File: src/rtl/bure_stage_mem.sv
// bure_stage_mem: memory-access stage issuing loads/stores over a req/gnt/rvalid bus.
module bure_stage_mem #(
  parameter int DATA_WIDTH = 32,
  parameter int ADDR_WIDTH = 32
) (
  input  logic                  i_clk,
  input  logic                  i_rstn,
  input  logic                  i_ex_valid,
  output logic                  o_ex_ready,
  input  logic [DATA_WIDTH-1:0] i_ex_alu_data,
  input  logic [DATA_WIDTH-1:0] i_ex_rs2_data,
  input  logic [2:0]            i_ex_funct3,
  input  logic                  i_ex_is_load,
  input  logic                  i_ex_is_store,
  input  logic [4:0]            i_ex_rd_addr,
  output logic                  o_dmem_req,
  output logic                  o_dmem_we,
  output logic [ADDR_WIDTH-1:0] o_dmem_addr,
  output logic [DATA_WIDTH-1:0] o_dmem_wdata,
  output logic [3:0]            o_dmem_be,
  input  logic                  i_dmem_gnt,
  input  logic                  i_dmem_rvalid,
  input  logic [DATA_WIDTH-1:0] i_dmem_rdata,
  output logic                  o_mem_valid,
  output logic [DATA_WIDTH-1:0] o_mem_data,
  output logic [4:0]            o_mem_rd_addr,
  output logic                  o_mem_rd_we,
  output logic                  o_mem_misaligned
);
  typedef enum logic [1:0] {IDLE, REQ, WAIT} state_t;
  state_t state, state_nxt;
  logic [4:0] rd_q;
  logic [2:0] f3_q;
  logic [1:0] lo_q;
  logic store_q, is_mem, is_b, is_h, mis, acc;
  logic [3:0] be_c;
  logic [DATA_WIDTH-1:0] wdata_c, ld_c, ld_sh;
  logic [15:0] ld_h;
  // funct3[1:0] alone picks the size; every undefined encoding falls to word
  always_comb begin
    is_mem = i_ex_is_load | i_ex_is_store;
    is_b = i_ex_funct3[1:0] == 2'b00;
    is_h = i_ex_funct3[1:0] == 2'b01;
    mis = is_h ? i_ex_alu_data[0] : !is_b && (i_ex_alu_data[1:0] != 2'b00);
    be_c = is_b ? 4'b0001 << i_ex_alu_data[1:0] : is_h ? (i_ex_alu_data[1] ? 4'b1100 : 4'b0011) : 4'b1111;
    wdata_c = is_b ? {4{i_ex_rs2_data[7:0]}} : is_h ? {2{i_ex_rs2_data[15:0]}} : i_ex_rs2_data;
    acc = state == IDLE && i_ex_valid;
  end
  always_comb begin
    ld_sh = i_dmem_rdata >> {lo_q, 3'b000};
    ld_h = lo_q[1] ? i_dmem_rdata[31:16] : i_dmem_rdata[15:0];
    ld_c = f3_q[1:0] == 2'b00 ? {{24{!f3_q[2] & ld_sh[7]}}, ld_sh[7:0]}
         : f3_q[1:0] == 2'b01 ? {{16{!f3_q[2] & ld_h[15]}}, ld_h}
         : i_dmem_rdata;
  end
  always_ff @(posedge i_clk or negedge i_rstn)
    if (!i_rstn) state <= IDLE;
    else state <= state_nxt;
  always_comb begin
    state_nxt = state;
    case (state)
      IDLE: state_nxt = acc && is_mem && !mis ? REQ : IDLE;
      REQ:  state_nxt = i_dmem_gnt ? (store_q ? IDLE : WAIT) : REQ;
      WAIT: state_nxt = i_dmem_rvalid ? IDLE : WAIT;
      default: state_nxt = IDLE;
    endcase
  end
  always_comb begin
    o_ex_ready = state == IDLE;
    o_dmem_req = state == REQ;
    o_dmem_we = state == REQ && store_q;
  end
  always_ff @(posedge i_clk or negedge i_rstn)
    if (!i_rstn) begin
      rd_q <= '0;
      f3_q <= '0;
      lo_q <= '0;
      store_q <= 1'b0;
      o_dmem_addr <= '0;
      o_dmem_wdata <= '0;
      o_dmem_be <= '0;
      o_mem_valid <= 1'b0;
      o_mem_data <= '0;
      o_mem_rd_addr <= '0;
      o_mem_rd_we <= 1'b0;
      o_mem_misaligned <= 1'b0;
    end else begin
      o_mem_valid <= 1'b0;
      o_mem_misaligned <= 1'b0;
      if (acc) begin
        rd_q <= i_ex_rd_addr;
        f3_q <= i_ex_funct3;
        lo_q <= i_ex_alu_data[1:0];
        store_q <= i_ex_is_store;
        o_dmem_addr <= {i_ex_alu_data[ADDR_WIDTH-1:2], 2'b00};
        o_dmem_wdata <= wdata_c;
        o_dmem_be <= be_c;
        if (!is_mem || mis) begin
          o_mem_valid <= 1'b1;
          o_mem_misaligned <= is_mem;
          o_mem_data <= is_mem ? '0 : i_ex_alu_data;
          o_mem_rd_addr <= i_ex_rd_addr;
          o_mem_rd_we <= !is_mem && i_ex_rd_addr != 5'd0;
        end
      end
      if (state == REQ && i_dmem_gnt && store_q) begin
        o_mem_valid <= 1'b1;
        o_mem_rd_addr <= rd_q;
        o_mem_rd_we <= 1'b0;
      end
      if (state == WAIT && i_dmem_rvalid) begin
        o_mem_valid <= 1'b1;
        o_mem_data <= ld_c;
        o_mem_rd_addr <= rd_q;
        o_mem_rd_we <= rd_q != 5'd0;
      end
    end
endmodule

File: config.mk
export PLATFORM = sky130hd
export DESIGN_NAME = bure_stage_mem
export DESIGN_NICKNAME = d
export VERILOG_FILES = /design/src/rtl/bure_stage_mem.sv
export SDC_FILE = /design/constraint.sdc
export NUM_CORES = 1
export LEC_CHECK = 0
export ABC_CLOCK_PERIOD_IN_PS = 3050
export BUFFER_PORTS_ARGS = -buffer_cell sky130_fd_sc_hd__buf_2
export CAP_MARGIN = 0
export CORE_ASPECT_RATIO = 1.75
export CORE_UTILIZATION = 45
export CTS_BUF_LIST = sky130_fd_sc_hd__clkbuf_16
export DETAILED_ROUTE_END_ITERATION = 10
export PLACE_DENSITY = 0.78
export SKIP_CTS_REPAIR_TIMING = 1
export SLEW_MARGIN = 40
export SYNTH_ARGS = -nofsm -noshare
export SYNTH_HDL_FRONTEND = slang
export SYNTH_SLANG_ARGS = --single-unit
export TNS_END_PERCENT = 30
File: constraint.sdc
create_clock -name i_clk -period 3.05 [get_ports i_clk]
set_input_delay 0.305 -clock i_clk [delete_from_list [all_inputs] [get_ports i_clk]]
set_output_delay 0.305 -clock i_clk [all_outputs]
set_load 0.1 [all_outputs]
==> results.py, run 1 <==
metrics = {
    "status": {
        "status": "complete, no violations",
    },
    "synthesis": {
        "synth_cells": 616,
        "yosysSeqAreaShare_pct": 52.7,
        "yosysWarnings": 0,
        "syn_area_sq_um": 5650,
        "ys.flop_type": "dfrtp_1",
        "yosysUniqueCellTypes": 48,
        "ys_ff_latch": 119,
        "synth_area_per_cell_sq_um": 9.17,
        "synthArstFlopShare_pct": 100,
        "synth-edff-count": 0,
    },
    "timing": {
        "slew_headroom_pct": 53.9,
        "hold_viol": 0,
        "layout_min_cycle_time_ps": 2200,
        "tns_ps": 0,
        "finalWorstSetupSlack_ps": 848,
        "fin_skew_ps": 5.58,
        "fmax_ghz": 0.454,
        "setup_viol": 0,
        "rsz0062_at_grt": "false",
        "fin_crit_sh_pct": 72.2,
        "final_max_slew_viol_count": 0,
        "worst_slew_pin_slew_ps": 691,
    },
    "drt": {
        "route.vias.total": 5375,
        "routed_wl_mm": 17.1,
        "wl_per_cell_um": 17.2,
        "drt_iter0_markers": 293,
        "vias_per_cell": 5.39,
        "final_antenna_net_count": 0,
        "drc": 0,
        "dr.pass1.iters": 5,
    },
    "critical_path": {
        "critPathRequiredTime_ps": 3320,
        "critPathBufInv": 0,
        "cp-start-kind": "flop",
        "cpPeakStageDelay_ps": 790,
        "critical-path-top-delay-family": "compound AO/OA/AOI/OAI gates",
        "reg2reg_slack_ps": 850,
        "worstPathArrival_ps": 2470,
        "worstSetupEndpointType": "flop",
        "crit_type": "reg -> reg",
        "path_cells": "mux2i_1 -> o32ai_2 -> a2111oi_0 -> o2bb2ai_1",
        "cp_max_fo": 21,
        "slowest_stage": "dfrtp_1",
    },
    "global_route": {
        "grt_pass1_wl_mm": 26.5,
        "grtUsageTotal_pct": 26.9,
        "overflow": 0,
        "grt_max_degree": 58,
        "grt_pass1_vias": 5329,
        "antenna_found_initial": 0,
    },
    "placement": {
        "placed_area_sq_um": 6850,
        "gp_congestion": 0.885,
        "portBuffers": 219,
        "hpwl_mm": 12.5,
        "pre_cts_ws_ps": 884,
    },
    "finish": {
        "final_common_cell": "buf_2",
        "fin_area_sq_um": 7400,
        "antenna_cells": 0,
        "fin_util_pct": 61.0,
        "final_cell_mix": "buf_2, nand2_1, dfrtp_1",
        "drive_above_1_share_pct": 32.2,
        "layout.nets": 931,
        "syn_to_final_growth_pct": 30.9,
    },
    "power": {
        "p_leak_uw": 0.00382,
        "peakVddDrop_mv": 0.696,
        "power.density_nw_per_um2": 1220,
    },
    "floorplan": {
        "dieArea_sq_um": 13000,
        "start_util_pct": 46.6,
        "dieWidth_um": 86.7,
        "ios": 222,
        "die_h_um": 150,
        "std_cell_rows": 53,
        "core_sq_um": 12100,
    },
    "cts": {
        "cts_num_sinks": 119,
        "cts_made_buffers": 17,
        "h-tree-depth": 4,
        "cts_tree": "yes",
        "clockBufferDepth": 2,
        "clock_latency_ps": 410,
        "clk_pin_slew_ps": 60,
        "root_buffer": "clkbuf_16",
    },
    "min_path": {
        "min_path_type": "in -> reg",
    },
    "flow_run": {
        "maxCapViolations": 0,
    },
}
## per-stage QoR
stage / hold WS [ps] / total power [uW] / instances
2_1_floorplan: 9.41 / 6380 / 617
3_3_place_gp: 361 / 7210 / 965
3_5_place_dp: 365 / 7260 / 965
4_1_cts: -80.8 / 9070 / 997
5_1_grt: 102 / 9370 / 998
6_report: 95.6 / 9020 / 998
## report_power, final
group          switching (uW)  internal (uW)  leakage, uW  total, uW
clock network             749           1040     0.000245       1780
registers                 330           2050      0.00148       2380
logic                    4120            730      0.00210       4850
total                    5200           3820      0.00382       9020
## state kept, by name, summed over array words and instances, names as in the netlist, 2 cells and up
register	cells
rd_q	5
f3_q	3
state	2
o_mem_rd_addr	5
o_dmem_wdata	32
lo_q	2
o_mem_data	32
o_dmem_addr	30
o_dmem_be	4
## cell families after synthesis
logic type / after synthesis / share of synthesized area [%]
and+or+nand+nor: 280 / 21.8
AOI/OAI and AO/OA: 137 / 16.6
DFF: 119 / 52.7
buffers and inverters: 53 / 4.19
muxes: 26 / 4.61
other: 1 / 0.0664
## synthesized netlist by cell type, types with 5 or more instances
master	number	area [sq um]
nor2_1	21	78.8
nand3_1	38	190
o2bb2ai_1	15	131
mux2i_1	26	260
and2_1	5	31.3
buf_1	6	22.5
dfrtp_1	119	2980
nand2_1	182	683
buf_2	12	60.1
clkbuf_1	23	86.3
nor2b_1	10	62.6
a22oi_1	16	120
a21oi_1	25	125
nand2b_1	6	37.5
o221ai_1	6	52.6
a2111oi_0	7	61.3
inv_1	7	26.3
a211o_1	7	61.3
a31oi_1	6	37.5
o21ai_0	33	165
o211ai_1	6	45.0
## worst register-to-register path: cells and delay by family (launching register included)
family,cells,cell delay [ps]
mux,1,390
compound gates,3,900
flops,1,790
## worst paths after layout
| path | start | endpoint | depth (start not counted) |
|---|---|---|---|
| max | lo_q[1]$_DFFE_PN0P_ | o_mem_data[13]$_DFFE_PN0P_ | 4 |
| min | i_ex_funct3[2] | f3_q[2]$_DFFE_PN0P_ | 3 |
| max reg2reg | lo_q[1]$_DFFE_PN0P_ | o_mem_data[13]$_DFFE_PN0P_ | 4 |
| min reg2reg | o_dmem_addr[9]$_DFFE_PN0P_ | o_dmem_addr[9]$_DFFE_PN0P_ | 2 |
| max in group asynchronous | i_rstn | o_mem_data[8]$_DFFE_PN0P_ | 3 |
| min in group asynchronous | i_rstn | o_dmem_wdata[11]$_DFFE_PN0P_ | 2 |
## area by class of cell
type                            instances  area [sq um]
Clock buffer                           17           425
Clock inverter                         15           108
Fill cell                            1129          4740
Inverter                                7          26.3
Multi-Input combinational cell        445          2460
Sequential cell                       119          2980
Tap cell                              165           206
Timing Repair Buffer                  230          1200
## layer usage
metal / vias to the layer above / part of all wire [%] / global-route usage, %
met5: - / 0 / 0
met4: 0 / 2.9 / 13.4
met3: 35 / 6.3 / 5.81
met2: 236 / 54 / 48.4
met1: 2559 / 37 / 29.3
li1: 2545 / - / -
Note: power is estimated with default switching activity, not from simulation.
==> run 2: changes to the inputs <==
--- a/config.mk
+++ b/config.mk
@@ -5,14 +5,14 @@
 export SDC_FILE = /design/constraint.sdc
 export NUM_CORES = 1
 export LEC_CHECK = 0
-export ABC_CLOCK_PERIOD_IN_PS = 3050
+export ABC_CLOCK_PERIOD_IN_PS = 1800
 export BUFFER_PORTS_ARGS = -buffer_cell sky130_fd_sc_hd__buf_2
 export CAP_MARGIN = 0
 export CORE_ASPECT_RATIO = 1.75
-export CORE_UTILIZATION = 45
+export CORE_UTILIZATION = 44
 export CTS_BUF_LIST = sky130_fd_sc_hd__clkbuf_16
 export DETAILED_ROUTE_END_ITERATION = 10
-export PLACE_DENSITY = 0.78
+export PLACE_DENSITY = 0.79
 export SKIP_CTS_REPAIR_TIMING = 1
 export SLEW_MARGIN = 40
 export SYNTH_ARGS = -nofsm -noshare
==> constraint.sdc (replaced) <==
create_clock -name i_clk -period 1.8 [get_ports i_clk]
set_input_delay 0.18 -clock i_clk [delete_from_list [all_inputs] [get_ports i_clk]]
set_output_delay 0.18 -clock i_clk [all_outputs]
set_load 0.1 [all_outputs]
==> results.py, run 2 (synthesis gave the netlist of run 1 again) <==
metrics = {
    "status": {
        "status": "finished with violations",
        "violations": "negative hold slack",
    },
    "timing": {
        "fin_skew_ps": 7.03,
        "hold_viol": 5,
        "finalWorstSetupSlack_ps": 72.7,
        "layout_min_cycle_time_ps": 1730,
        "slew_headroom_pct": 63.0,
        "final_max_slew_viol_count": 0,
        "fmax_ghz": 0.579,
        "setup_viol": 0,
        "worst_slew_pin_slew_ps": 555,
        "hold-worst-slack_ps": -16.0,
        "fin_crit_sh_pct": 96.0,
        "rsz0062_at_grt": "true",
    },
    "placement": {
        "portBuffers": 219,
        "pre_cts_ws_ps": 63.6,
        "gp_congestion": 0.855,
        "dpl.cell_count": 981,
        "hpwl_mm": 13.0,
        "placed_area_sq_um": 7020,
    },
    "cts": {
        "h-tree-depth": 4,
        "cts_num_sinks": 119,
        "cts_tree": "yes",
        "clk_pin_slew_ps": 60,
        "clock_latency_ps": 410,
        "clockBufferDepth": 2,
        "cts_made_buffers": 17,
        "root_buffer": "clkbuf_16",
    },
    "global_route": {
        "antenna_found_initial": 1,
        "grt_pass1_wl_mm": 28.2,
        "grt_max_degree": 73,
        "overflow": 0,
        "grtUsageTotal_pct": 27.8,
        "grt_pass1_vias": 5660,
    },
    "critical_path": {
        "cp_max_fo": 8,
        "r2r-end": "o_mem_data[9]$_DFFE_PN0P_",
        "crit_end": "o_mem_data[9]$_DFFE_PN0P_",
        "critPathRequiredTime_ps": 2080,
        "timing.rr.start": "lo_q[1]$_DFFE_PN0P_",
        "worstRegToRegCells": 4,
        "worstPathArrival_ps": 2000,
        "cp-start-kind": "flop",
        "worstSetupEndpointType": "flop",
        "crit_type": "reg -> reg",
        "startpoint": "lo_q[1]$_DFFE_PN0P_",
        "reg2reg_slack_ps": 70,
    },
    "drt": {
        "routed_wl_mm": 17.9,
        "vias_per_cell": 5.47,
        "drc": 0,
        "dr.pass1.iters": 5,
        "route.vias.total": 5616,
        "drt_iter0_markers": 352,
        "wl_per_cell_um": 17.5,
        "final_antenna_net_count": 0,
    },
    "min_path": {
        "min_path_type": "in -> reg",
        "worstHoldStart": "i_ex_alu_data[9]",
    },
    "floorplan": {
        "core_sq_um": 12500,
        "start_util_pct": 45.2,
        "dieWidth_um": 87.7,
        "std_cell_rows": 54,
        "dieArea_sq_um": 13300,
        "ios": 222,
        "die_h_um": 152,
    },
    "finish": {
        "fin_cells": 1027,
        "layout.nets": 956,
        "fin_util_pct": 61.9,
        "fin_area_sq_um": 7740,
        "final_common_cell": "buf_2",
        "syn_to_final_growth_pct": 37.0,
        "reg_top3": "o_dmem_wdata x32, o_mem_data x32, o_dmem_addr x30",
        "drive_above_1_share_pct": 33.3,
        "final_cell_mix": "buf_2, nand2_1, dfrtp_1",
    },
    "power": {
        "peakVddDrop_mv": 1.16,
        "p_total_uw": 15800,
        "intPower_uw": 6870,
        "clock_power_share_pct": 21.1,
        "power.switching_uw": 8880,
        "sw_frac_of_total_pct": 56.4,
        "power.density_nw_per_um2": 2040,
        "p_seq_share_pct": 25.3,
        "p_leak_uw": 0.00397,
        "p_comb_share_pct": 53.6,
    },
    "flow_run": {
        "maxCapViolations": 0,
    },
}
## run 2: changes by cell type in the layout (fill, tap and decap cells not counted), moves of 3 or more
cell | before | now
a2111oi_0 | 7 | 4
buf_4 | 10 | 20
dlygate4sd3_1 | 1 | 12
a2111oi_1 | 0 | 3
buf_12 | 1 | 6
## run 2: worst min path at each step
stage	endpoint	slack, ps	depth (start not counted)
after detailed placement	o_dmem_wdata[14]$_DFFE_PN0P_	80	1
final	o_dmem_addr[9]$_DFFE_PN0P_	-20	3
after floorplan	f3_q[0]$_DFFE_PN0P_	-120	0
after global placement	o_dmem_wdata[20]$_DFFE_PN0P_	80	1
after global routing	o_dmem_addr[8]$_DFFE_PN0P_	7	3
after CTS	o_dmem_wdata[20]$_DFFE_PN0P_	-360	1
## run 2: layer usage
layer / vias up / routed length [um] / GRT usage [%]
met5: - / 0 / 0
met4: 0 / 848 / 15.6
met3: 66 / 1000 / 5.43
met2: 279 / 9490 / 48.8
met1: 2669 / 6580 / 30.5
li1: 2602 / - / -
## run 2: cell type report
cell class / count / area, sq um
antenna: 1 / 2.50
clock buffer: 17 / 425
clock inverter: 15 / 154
fill: 1076 / 4760
inverter: 7 / 26.3
multi-input combinational: 445 / 2460
sequential: 119 / 2980
tap: 168 / 210
timing repair buffer: 255 / 1480
## run 2: power by group through the flow
stage | clock network (uW) | registers [uW] | logic [uW]
2_1_floorplan | 0 | 9300 | 1510
3_3_place_gp | 0 | 3990 | 8350
3_5_place_dp | 0 | 4000 | 8430
4_1_cts | 3390 | 3980 | 8430
5_1_grt | 3510 | 4090 | 8770
6_report | 3330 | 3980 | 8440
## run 2: metrics by stage
step                TNS, ps  hold slack, ps
global route           -173            6.76
floorplan             -84.3            -116
finish                    0           -16.0
detailed placement        0            81.4
global placement          0            81.2
CTS                   -11.8            -359
## run 2: critical path, stage by stage, from the launching register on
cell,delay [ps]
dfrtp_1,460
mux2i_1,340
o32ai_2,210
a2111oi_0,480
o2bb2ai_1,110
